`config.mk`:
```
export PLATFORM = sky130hd
export DESIGN_NAME = fst_run_monitor
export DESIGN_NICKNAME = d
export VERILOG_FILES = /design/src/rtl/fst_mon_pkg.sv /design/src/rtl/fst_mon_trace_buf.sv /design/src/rtl/fst_run_monitor.sv
export SDC_FILE = /design/constraint.sdc
export NUM_CORES = 1
export LEC_CHECK = 0
export ABC_CLOCK_PERIOD_IN_PS = 2750
export CORE_ASPECT_RATIO = 0.8
export CORE_MARGIN = 8
export CORE_UTILIZATION = 52
export DETAILED_ROUTE_END_ITERATION = 6
export GPL_TIMING_DRIVEN = 1
export PLACE_DENSITY = 0.86
export SETUP_SLACK_MARGIN = 0.1
export SLEW_MARGIN = 20
export SYNTH_ARGS = -nofsm -noshare
export SYNTH_HDL_FRONTEND = slang
export SYNTH_SLANG_ARGS = --single-unit
```
`constraint.sdc`:
```
create_clock -name clk -period 2.75 [get_ports clk]
set_input_delay 0.4125 -clock clk [delete_from_list [all_inputs] [get_ports clk]]
set_output_delay 0.4125 -clock clk [all_outputs]
set_load 0.02 [all_outputs]
```
`src/rtl/fst_mon_pkg.sv`:
```
// Shared types for the fst run monitor: FSM state encoding and verdict helper.
// Pure declarations; no logic, no latency, no flow control.
package fst_mon_pkg;

    typedef enum logic [2:0] {
        HOLD    = 3'd0,
        RUN     = 3'd1,
        HALTED  = 3'd2,
        STALLED = 3'd3,
        TIMEOUT = 3'd4
    } mon_state_t;

    function automatic logic is_verdict(input mon_state_t s);
        return (s == HALTED) || (s == STALLED) || (s == TIMEOUT);
    endfunction

endpackage

```
`src/rtl/fst_mon_trace_buf.sv`:
```
// PC trace ring buffer: synchronous write, combinational read of entry rd_idx back from newest.
// One-cycle write latency; never stalls, writes simply stop when wr_en drops.
module fst_mon_trace_buf #(
    parameter int PC_WIDTH = 8,
    parameter int DEPTH    = 8
) (
    input  logic                     clk,
    input  logic                     reset,
    input  logic                     wr_en,
    input  logic [PC_WIDTH-1:0]      wr_pc,
    input  logic [$clog2(DEPTH)-1:0] rd_idx,
    output logic [PC_WIDTH-1:0]      rd_pc
);

    localparam int AW = $clog2(DEPTH);

    logic [PC_WIDTH-1:0] mem [DEPTH];
    logic [AW-1:0]       wr_ptr;

    always_ff @(posedge clk) begin
        if (reset) begin
            wr_ptr <= '0;
        end else if (wr_en) begin
            wr_ptr <= wr_ptr + AW'(1);
        end
    end

    // Contents survive reset so the last run stays readable after a restart.
    always_ff @(posedge clk) begin
        if (wr_en && !reset) begin
            mem[wr_ptr] <= wr_pc;
        end
    end

    assign rd_pc = mem[wr_ptr - AW'(1) - rd_idx];

endmodule

```
`src/rtl/fst_run_monitor.sv`:
```
// Run-control/watchdog for the fst core: holds core reset, then flags halt, PC stall or timeout; 1-cycle latency.
// No backpressure; optional PC trace under FST_MON_TRACE_EN.
module fst_run_monitor
    import fst_mon_pkg::*;
#(
    parameter int PC_WIDTH    = 8,
    parameter int CNT_WIDTH   = 32,
    parameter int RESET_HOLD  = 3,
    parameter int STALL_LIMIT = 16,
    parameter int TIMEOUT     = 1000000,
    parameter int TRACE_DEPTH = 8
) (
    input  logic                 clk,
    input  logic                 reset,
    input  logic                 halting,
    input  logic [PC_WIDTH-1:0]  pc_in,
    output logic                 core_reset_n,
    output mon_state_t           state,
    output logic                 done,
    output logic [CNT_WIDTH-1:0] cycles
`ifdef FST_MON_TRACE_EN
    ,
    input  logic [$clog2(TRACE_DEPTH)-1:0] trace_idx,
    output logic [PC_WIDTH-1:0]            trace_pc
`endif
);

    localparam int HW = $clog2(RESET_HOLD + 1);
    localparam int SW = $clog2(STALL_LIMIT + 1);
    localparam logic [HW-1:0]        HOLD_LAST  = HW'(RESET_HOLD - 1);
    localparam logic [SW-1:0]        STALL_LAST = SW'(STALL_LIMIT - 1);
    localparam logic [CNT_WIDTH-1:0] TO_LAST    = CNT_WIDTH'(TIMEOUT - 1);

    logic [HW-1:0]       hold_cnt;
    logic [SW-1:0]       stall_cnt;
    logic [PC_WIDTH-1:0] last_pc;
    logic                pc_eq;

    // cycles is zero only on the first RUN cycle, where last_pc is not yet valid.
    assign pc_eq = (cycles != '0) && (pc_in == last_pc);

    always_ff @(posedge clk) begin
        if (reset) begin
            state        <= HOLD;
            core_reset_n <= 1'b0;
            done         <= 1'b0;
            cycles       <= '0;
            hold_cnt     <= '0;
            stall_cnt    <= '0;
            last_pc      <= '0;
        end else begin
            case (state)
                HOLD: begin
                    if (hold_cnt != HOLD_LAST) begin
                        hold_cnt <= hold_cnt + HW'(1);
                    end else begin
                        state        <= RUN;
                        core_reset_n <= 1'b1;
                    end
                end
                RUN: begin
                    last_pc <= pc_in;
                    if (halting) begin
                        state <= HALTED;
                        done  <= 1'b1;
                    end else begin
                        if (cycles != '1) begin
                            cycles <= cycles + CNT_WIDTH'(1);
                        end
                        stall_cnt <= pc_eq ? stall_cnt + SW'(1) : '0;
                        if (pc_eq && stall_cnt == STALL_LAST) begin
                            state <= STALLED;
                            done  <= 1'b1;
                        end else if (cycles == TO_LAST) begin
                            state <= fst_mon_pkg::TIMEOUT;
                            done  <= 1'b1;
                        end
                    end
                end
                default: begin
                end
            endcase
        end
    end

`ifdef FST_MON_TRACE_EN
    logic trace_wr;

    // The halting cycle is not a counted run cycle, so it is not recorded either.
    assign trace_wr = (state == RUN) && !halting;

    fst_mon_trace_buf #(
        .PC_WIDTH (PC_WIDTH),
        .DEPTH    (TRACE_DEPTH)
    ) u_trace (
        .clk    (clk),
        .reset  (reset),
        .wr_en  (trace_wr),
        .wr_pc  (pc_in),
        .rd_idx (trace_idx),
        .rd_pc  (trace_pc)
    );
`endif

endmodule

```
# Word level (Yosys, flattened, before mapping)
# Index checks and enable logic that the tools add are counted.
dict set report op_classes {
  n_addsub 3
  eq_ne 8
  muxes 9
  n_bitwise 2
  reduce_logical 12
}
# op count
set op_table {}
lappend op_table {{$add A32 B1 Y32 const B} 1}
lappend op_table {{$eq A32 B20 Y1 const B} 1}
lappend op_table {{$ne A32 B32 Y1 const B} 1}
lappend op_table {{$reduce_bool A32 Y1} 1}
lappend op_table {{$mux W3} 4}
lappend op_table {{$eq A8 B8 Y1} 1}
lappend op_table {{$reduce_and A2 Y1} 4}
lappend op_table {{$pmux W3 S2} 1}
lappend op_table {{$reduce_and A3 Y1} 2}
lappend op_table {{$add A5 B1 Y5 const B} 1}
lappend op_table {{$eq A5 B4 Y1 const B} 1}
lappend op_table {{$mux W5} 1}
lappend op_table {{$ne A2 B2 Y1 const B} 2}
lappend op_table {{$ne A4 B4 Y1 const B} 1}
lappend op_table {{$eq A3 B1 Y1 const B} 1}
lappend op_table {{$logic_not A3 Y1} 1}
lappend op_table {{$mux W1} 3}
lappend op_table {{$reduce_bool A3 Y1} 1}
lappend op_table {{$add A2 B1 Y2 const B} 1}
lappend op_table {{$logic_and A1 B1 Y1} 2}
lappend op_table {{$not A1 Y1} 2}
lappend op_table {{$reduce_bool A2 Y1} 1}
dict set report word_totals {
  reg_bits 52
  input_bits 11
  out_inout_bits 37
}

# Depth between registers and ports, before layout
# Gate-level depths: netlist of run 1.
dict set report depth {
  word_depth 6
  depth_mapped 9
  mapped_depth_nobuf 7
}

# Worst setup path after synthesis of run 1
# No wires, ideal clock.
dict set report synth_timing {
  kind {register to register}
  start {reg state[1]}
  end {reg cycles[21]}
  setup_ns 0.123
  arrival_ns 2.246
  required_ns 2.627
  setup_slack_ns 0.381
  stages_incl_launch_ff 9
  path_buffers 2
  cell_sequence {dfxtp_1 > buf_6 > or4b_4 > buf_6 > nor4_4 > nand2_2 > a21oi_4 > and4_1 > mux2_1}
}
dict set report synth_via {
  elab_chain_cells 2
}
# element line
set synth_lines {}
lappend synth_lines {{start, declared} fst_run_monitor.sv:18} ;# output mon_state_t state,
lappend synth_lines {{start signal, assigned} fst_run_monitor.sv:75} ;# state <= fst_mon_pkg::TIMEOUT;
lappend synth_lines {{$eq A3 B1 Y1} fst_run_monitor.sv:52} ;# case (state)
lappend synth_lines {{$reduce_and A3 Y1 (no line)} n/a}
lappend synth_lines {{end signal, assigned} fst_run_monitor.sv:68} ;# cycles <= cycles + CNT_WIDTH'(1);
lappend synth_lines {{end, declared} fst_run_monitor.sv:20} ;# output logic [CNT_WIDTH-1:0] cycles
# No other way between the ends.
# A chain may end at the register's enable or synchronous reset.

# Worst setup path in the final report of run 1
dict set report layout_timing {
  start {in halting}
  end {reg cycles[25]}
}
dict set report layout_via {
  elab_chain_cells 2
}
# element line
set layout_lines {}
lappend layout_lines {{start, declared} fst_run_monitor.sv:15} ;# input logic halting,
lappend layout_lines {{$not A1 Y1 (no line)} n/a}
lappend layout_lines {{$reduce_and A3 Y1 (no line)} n/a}
# No other way between the ends.

==> results.cfg, run 1 <==
[floorplan]
die_h_um = 80.0
core_region_area_mm2 = 0.00498
die_w_um = 95.9
dieArea_mm2 = 0.00767
io_pins = 48
rows = 23
start_util = 0.534

[worst_setup_path]
critPathLaunch = halting
critPathArrivalTime_ns = 2.58
endpoint = cycles[25]
path_max_fanout = 9
ff2ff_path_depth = 6
r2r_start = state[1]
path_class = in2reg
crit_required_ns = 2.95
r2r_end = cycles[25]
r2r_slack_ns = 0.40
end_kind = flop
critPathLaunchType = input port

[timing]
final-setup-viol-count = 0
skew_ns = 0.00758
slew_headroom = 0.556
rsz0062_at_grt = false
slew_viol_final = 0
setup_tns_ns = 0
fin_crit_ns = 2.37
fin_crit_sh = 0.863
tightest_slew_ns = 0.666
max_freq_ghz = 0.421
finalHoldViolCount = 0

[synthesis]
seq_area_frac_synth = 0.392
synth_area_per_cell_um2 = 8.28
synth_fp_nets = 337
syn-cell-area_mm2 = 0.00266
synth_top_area_share = 0.392
yosysTopAreaCell = dfxtp_1
ys_types = 42
synth_warnings = 0
synth_area_leaders = dfxtp_1 (39%), nor2_1 (6.6%), xnor2_1 (6.3%), nand2_1 (4.9%), a21oi_1 (4.7%)
ys_ff_latch = 52
synthCells = 321

[place]
detailed_place_hpwl_um = 4700
gp_congestion = 0.836
io_buffers = 47

[run]
cap_violations = 0

[layout]
nFillCells = 430
num_antenna_cells = 0
drive_gt1_frac = 0.0860
area_growth_pct = 25.0
fin_nets = 387

[grt]
grt_max_degree = 38
grt_pass1_wl_um = 10700
antenna_found_initial = 0
grtUsageTotal = 0.173
overflow = 0
grt_pass1_vias = 2228

[drt]
drt-pass1-iter-count = 4
drc = 0
viasPerCell = 5.50
totalWireLength_um = 6400
ant_nets = 0
via_count = 2385
drtIter0Drc = 117
wl_per_cell_um = 14.7

[clock_tree]
cts_resized = 0
postCtsHoldBufs = 0
ctsLongestPathBuffers = 2
clk_latency_ns = 0.31
clk_pin_slew_ns = 0.09
cts_tree = done
post_cts_buffers = 0
htreeDepth = 2
cts_root_buffer = clkbuf_8
numCtsBuffers = 5
clock-sinks = 52

[power_and_ir_drop]
peakVddDrop_mv = 0.339
power_leakage_nw = 1.20
p_per_area_mw_per_mm2 = 491
power_w = 0.00163

[worst_hold_path]
holdCritPathClass = reg2reg
whs_path_depth = 2

[status]
outcome = complete, no violations
final cells by class:
| cell class | instances | area [µm²] | area share |
|---|---|---|---|
| flip-flops and latches | 52 | 1040 | 0.313 |
| multi-input cells | 246 | 1510 | 0.455 |
| repair buffers | 58 | 548 | 0.165 |
| clock inverters | 3 | 46.3 | 0.0139 |
| well taps | 62 | 77.6 | 0.0233 |
| inverters | 8 | 30.0 | 0.00903 |
| clock buffers | 5 | 68.8 | 0.0207 |
registers in the layout (all words and copies together), names as in the netlist:
name and count:
cycles 32, last_pc 8, done 1, state 3, core_reset_n 1, hold_cnt 2, stall_cnt 5
metal layers:
metal  vias up  track usage  wire (µm)
li1       1215            -          -
met1      1099        0.234       3050
met2        63        0.254       2830
met3         8       0.0479        435
met4         0       0.0658         90
met5         -            0          0
cells by family after synthesis:
kind of cell / count (synthesis) / synth area share
and+or+nand+nor: 163 / 0.321
DFF: 52 / 0.392
AOI/OAI and AO/OA: 38 / 0.0847
xor gates and xnor gates: 31 / 0.102
buffers and inverters: 23 / 0.0395
muxes: 9 / 0.0376
adders and majority gates: 5 / 0.0235
synth_stat cells:
master / count
nor3b_1: 3
nor4_4: 1
dfxtp_1: 52
and2_1: 2
nand3b_1: 1
mux2i_1: 1
nand3_1: 13
a21oi_4: 1
mux2_1: 5
or3b_2: 1
o21ai_0: 3
nand4_1: 11
a22oi_1: 1
nand2b_1: 1
ha_1: 5
and4_1: 5
a21oi_1: 25
nor2b_1: 7
nor3_1: 6
or3_1: 4
or2_2: 1
mux2_2: 3
or4_1: 1
xnor2_1: 19
nor3_2: 2
inv_1: 8
a21o_1: 2
nor2_1: 47
or4b_4: 1
clkbuf_1: 8
buf_2: 3
a211oi_1: 5
a311oi_1: 1
nand4b_1: 2
and3_1: 5
nor3b_2: 1
nor4_1: 12
buf_6: 2
xor2_1: 12
nand2_1: 35
buf_1: 2
nand2_2: 1
cells in the final DEF (no fill, tap or decap), types with 3 or more instances in the layout:
cell,n
nand3_1,13
a21oi_1,25
or3_1,4
a211oi_1,5
xnor2_1,19
and3_1,5
nor3_1,6
nor4_1,12
clkbuf_8,5
mux2_1,5
ha_1,5
nor3b_1,3
clkdlybuf4s50_1,46
buf_4,11
nand4_1,11
nand2_1,35
mux2_2,3
inv_1,8
and4_1,5
nor2b_1,7
o21ai_0,3
dfxtp_1,52
nor2_1,47
xor2_1,12
through the flow:
step | instance area (µm²) | setup slack, ns | hold WS [ns] | cells | util
finish | 3320 | 0.376 | 0.472 | 434 | 0.668
global route | 3320 | 0.293 | 0.498 | 434 | 0.668
CTS | 3320 | 0.372 | 0.476 | 434 | 0.668
detailed placement | 3210 | 0.0288 | 0.455 | 426 | 0.645
global placement | 3210 | 0.110 | 0.453 | 426 | 0.645
floorplan | 2660 | 0.381 | 0.448 | 321 | -
power breakdown:
part | switching, W | internal [W]
Clock | 0.000266 | 0.000274
Combinational | 0.000139 | 0.000123
Sequential | 0.0000353 | 0.000796
Total | 0.000440 | 0.00119
critical path, stage by stage:
cell             delay (ns)
clkdlybuf4s50_1        0.42
or4b_4                 0.53
nor4_4                 0.29
nand2_2                0.11
a21oi_4                0.25
nor3b_2                0.22
mux2_1                 0.33
worst min path at each step:
stage | slack [ns] | endpoint | start
after floorplan | 0.45 | last_pc[0] | last_pc[0]
after global placement | 0.45 | core_reset_n | core_reset_n
after detailed placement | 0.45 | core_reset_n | core_reset_n
after CTS | 0.48 | last_pc[6] | last_pc[6]
after global routing | 0.50 | last_pc[6] | last_pc[6]
final | 0.47 | core_reset_n | core_reset_n
Power figures use the tool's default switching activity.
==> run 2, diff against run 1 <==
--- a/config.mk
+++ b/config.mk
@@ -5,13 +5,13 @@
 export SDC_FILE = /design/constraint.sdc
 export NUM_CORES = 1
 export LEC_CHECK = 0
-export ABC_CLOCK_PERIOD_IN_PS = 2750
+export ABC_CLOCK_PERIOD_IN_PS = 2800
 export CORE_ASPECT_RATIO = 0.8
 export CORE_MARGIN = 8
-export CORE_UTILIZATION = 52
+export CORE_UTILIZATION = 55
 export DETAILED_ROUTE_END_ITERATION = 6
 export GPL_TIMING_DRIVEN = 1
-export PLACE_DENSITY = 0.86
+export PLACE_DENSITY = 0.9
 export SETUP_SLACK_MARGIN = 0.1
 export SLEW_MARGIN = 20
 export SYNTH_ARGS = -nofsm -noshare
==> constraint.sdc (replaced) <==
create_clock -name clk -period 2.8 [get_ports clk]
set_input_delay 0.42 -clock clk [delete_from_list [all_inputs] [get_ports clk]]
set_output_delay 0.42 -clock clk [all_outputs]
set_load 0.02 [all_outputs]
==> results.cfg, run 2 (synthesis results as in run 1) <==
[layout]
layout_common_cells = dfxtp_1 (52), nor2_1 (47), clkdlybuf4s50_1 (46)
area_growth_pct = 25.7
largest_register_ffs = 32
nFillCells = 364
top_regs = cycles x32, last_pc x8, stall_cnt x5
fin_nets = 384
drive_gt1_frac = 0.0786
regMostFlops = cycles
num_antenna_cells = 0
final_common_cell = dfxtp_1

[worst_setup_path]
critPathLaunchType = input port
critPathArrivalTime_ns = 2.61
path_class = in2reg
crit_required_ns = 3.01
path_max_fanout = 9
end_kind = flop

[floorplan]
core_region_area_mm2 = 0.00462
io_pins = 48
die_w_um = 93.7
start_util = 0.575
rows = 22
dieArea_mm2 = 0.00733
die_h_um = 78.2

[drt]
wl_met3_um = 554
top_layer_used = met4
drc = 0
drtIter0Drc = 160
route.met2.wl_um = 3120
wl_per_cell_um = 15.6
drt-pass1-iter-count = 4
totalWireLength_um = 6700
wl_met1_um = 2940
viasPerCell = 5.75
ant_nets = 0
via_count = 2468

[clock_tree]
cts_root_buffer = clkbuf_8
cts_resized = 0
clock-sinks = 52
postCtsHoldBufs = 0
post_cts_buffers = 0
htreeDepth = 2
clk_pin_slew_ns = 0.10
ctsLongestPathBuffers = 2
numCtsBuffers = 5
clk_latency_ns = 0.31
cts_tree = done

[timing]
fin_crit_ns = 2.40
rsz0062_at_grt = false
skew_ns = 0.0124
fin_crit_sh = 0.858
slew_headroom = 0.540
slew_viol_final = 0
finalHoldViolCount = 0
final-setup-viol-count = 0
tightest_slew_ns = 0.689
max_freq_ghz = 0.416
setup_tns_ns = 0

[grt]
antenna_found_initial = 0
overflow = 0
grt_max_degree = 40
grtUsageTotal = 0.181
grt_pass1_vias = 2296
grt_pass1_wl_um = 11000

[worst_hold_path]
holdCritPathClass = reg2reg

[status]
outcome = complete, no violations

[place]
detailed_place_hpwl_um = 4770
gp_congestion = 0.852
io_buffers = 47

[power_and_ir_drop]
power_leakage_nw = 1.21
p_per_area_mw_per_mm2 = 533
peakVddDrop_mv = 0.271
power_w = 0.00178

[run]
cap_violations = 0
==> run 2: changes by cell type in the layout (fill, tap and decap cells not counted) <==
cell | before | now
buf_4 | 11 | 8
clkinvlp_4 | 1 | 0
bufinv_16 | 1 | 3
inv_6 | 1 | 0
==> run 2: per-layer routing <==
layer,vias up,global-route usage
met5,-,0
li1,1206,-
met2,91,0.284
met1,1162,0.236
met4,0,0.0632
met3,9,0.0437
==> run 2: metrics by stage <==
stage               hold slack, ns  utilization  setup WS (ns)  std cells  cell area (µm²)
global route                 0.484        0.723          0.302        429             3340
CTS                          0.471        0.723          0.415        429             3340
finish                       0.470        0.723          0.399        429             3340
global placement             0.452        0.689          0.152        421             3180
floorplan                    0.448            -          0.431        321             2660
detailed placement           0.458        0.689         0.0893        421             3180
==> run 2: cell type report <==
class	instances	area [µm²]	area share
Clock buffer	5	68.8	0.0206
Clock inverter	3	90.1	0.0269
Inverter	8	30.0	0.00898
Multi-Input combinational cell	246	1510	0.452
Sequential cell	52	1040	0.311
Tap cell	60	75.1	0.0225
Timing Repair Buffer	55	526	0.157
==> run 2: worst max-delay path: stages <==
cell and delay [ns]:
clkdlybuf4s50_1 0.44, or4b_4 0.52, nor4_4 0.28, nand2_2 0.10
a21oi_4 0.26, and4_1 0.25, mux2_1 0.33
==> run 2: report_power, final <==
group | switching [W] | internal (W) | leakage (nW) | total (W)
clock | 0.000255 | 0.000447 | 0.0784 | 0.000702
combinational | 0.000145 | 0.000118 | 0.710 | 0.000263
sequential | 0.0000357 | 0.000781 | 0.420 | 0.000817
==> run 2: path summary, 6_finish.rpt <==
check	from	endpoint	slack [ns]	cells after the start
min reg2reg	last_pc[6]	last_pc[6]	0.47	2
min	last_pc[6]	last_pc[6]	0.47	2
max reg2reg	state[1]	cycles[21]	0.46	6
max	halting	cycles[21]	0.40	7
==> run 3, diff against run 2 <==
--- a/config.mk
+++ b/config.mk
@@ -6,6 +6,7 @@
 export NUM_CORES = 1
 export LEC_CHECK = 0
 export ABC_CLOCK_PERIOD_IN_PS = 2800
+export CAP_MARGIN = 20
 export CORE_ASPECT_RATIO = 0.8
 export CORE_MARGIN = 8
 export CORE_UTILIZATION = 55
==> results of run 3 <==
Same layout as run 2: the final DEF is identical, and so are final timing and power.
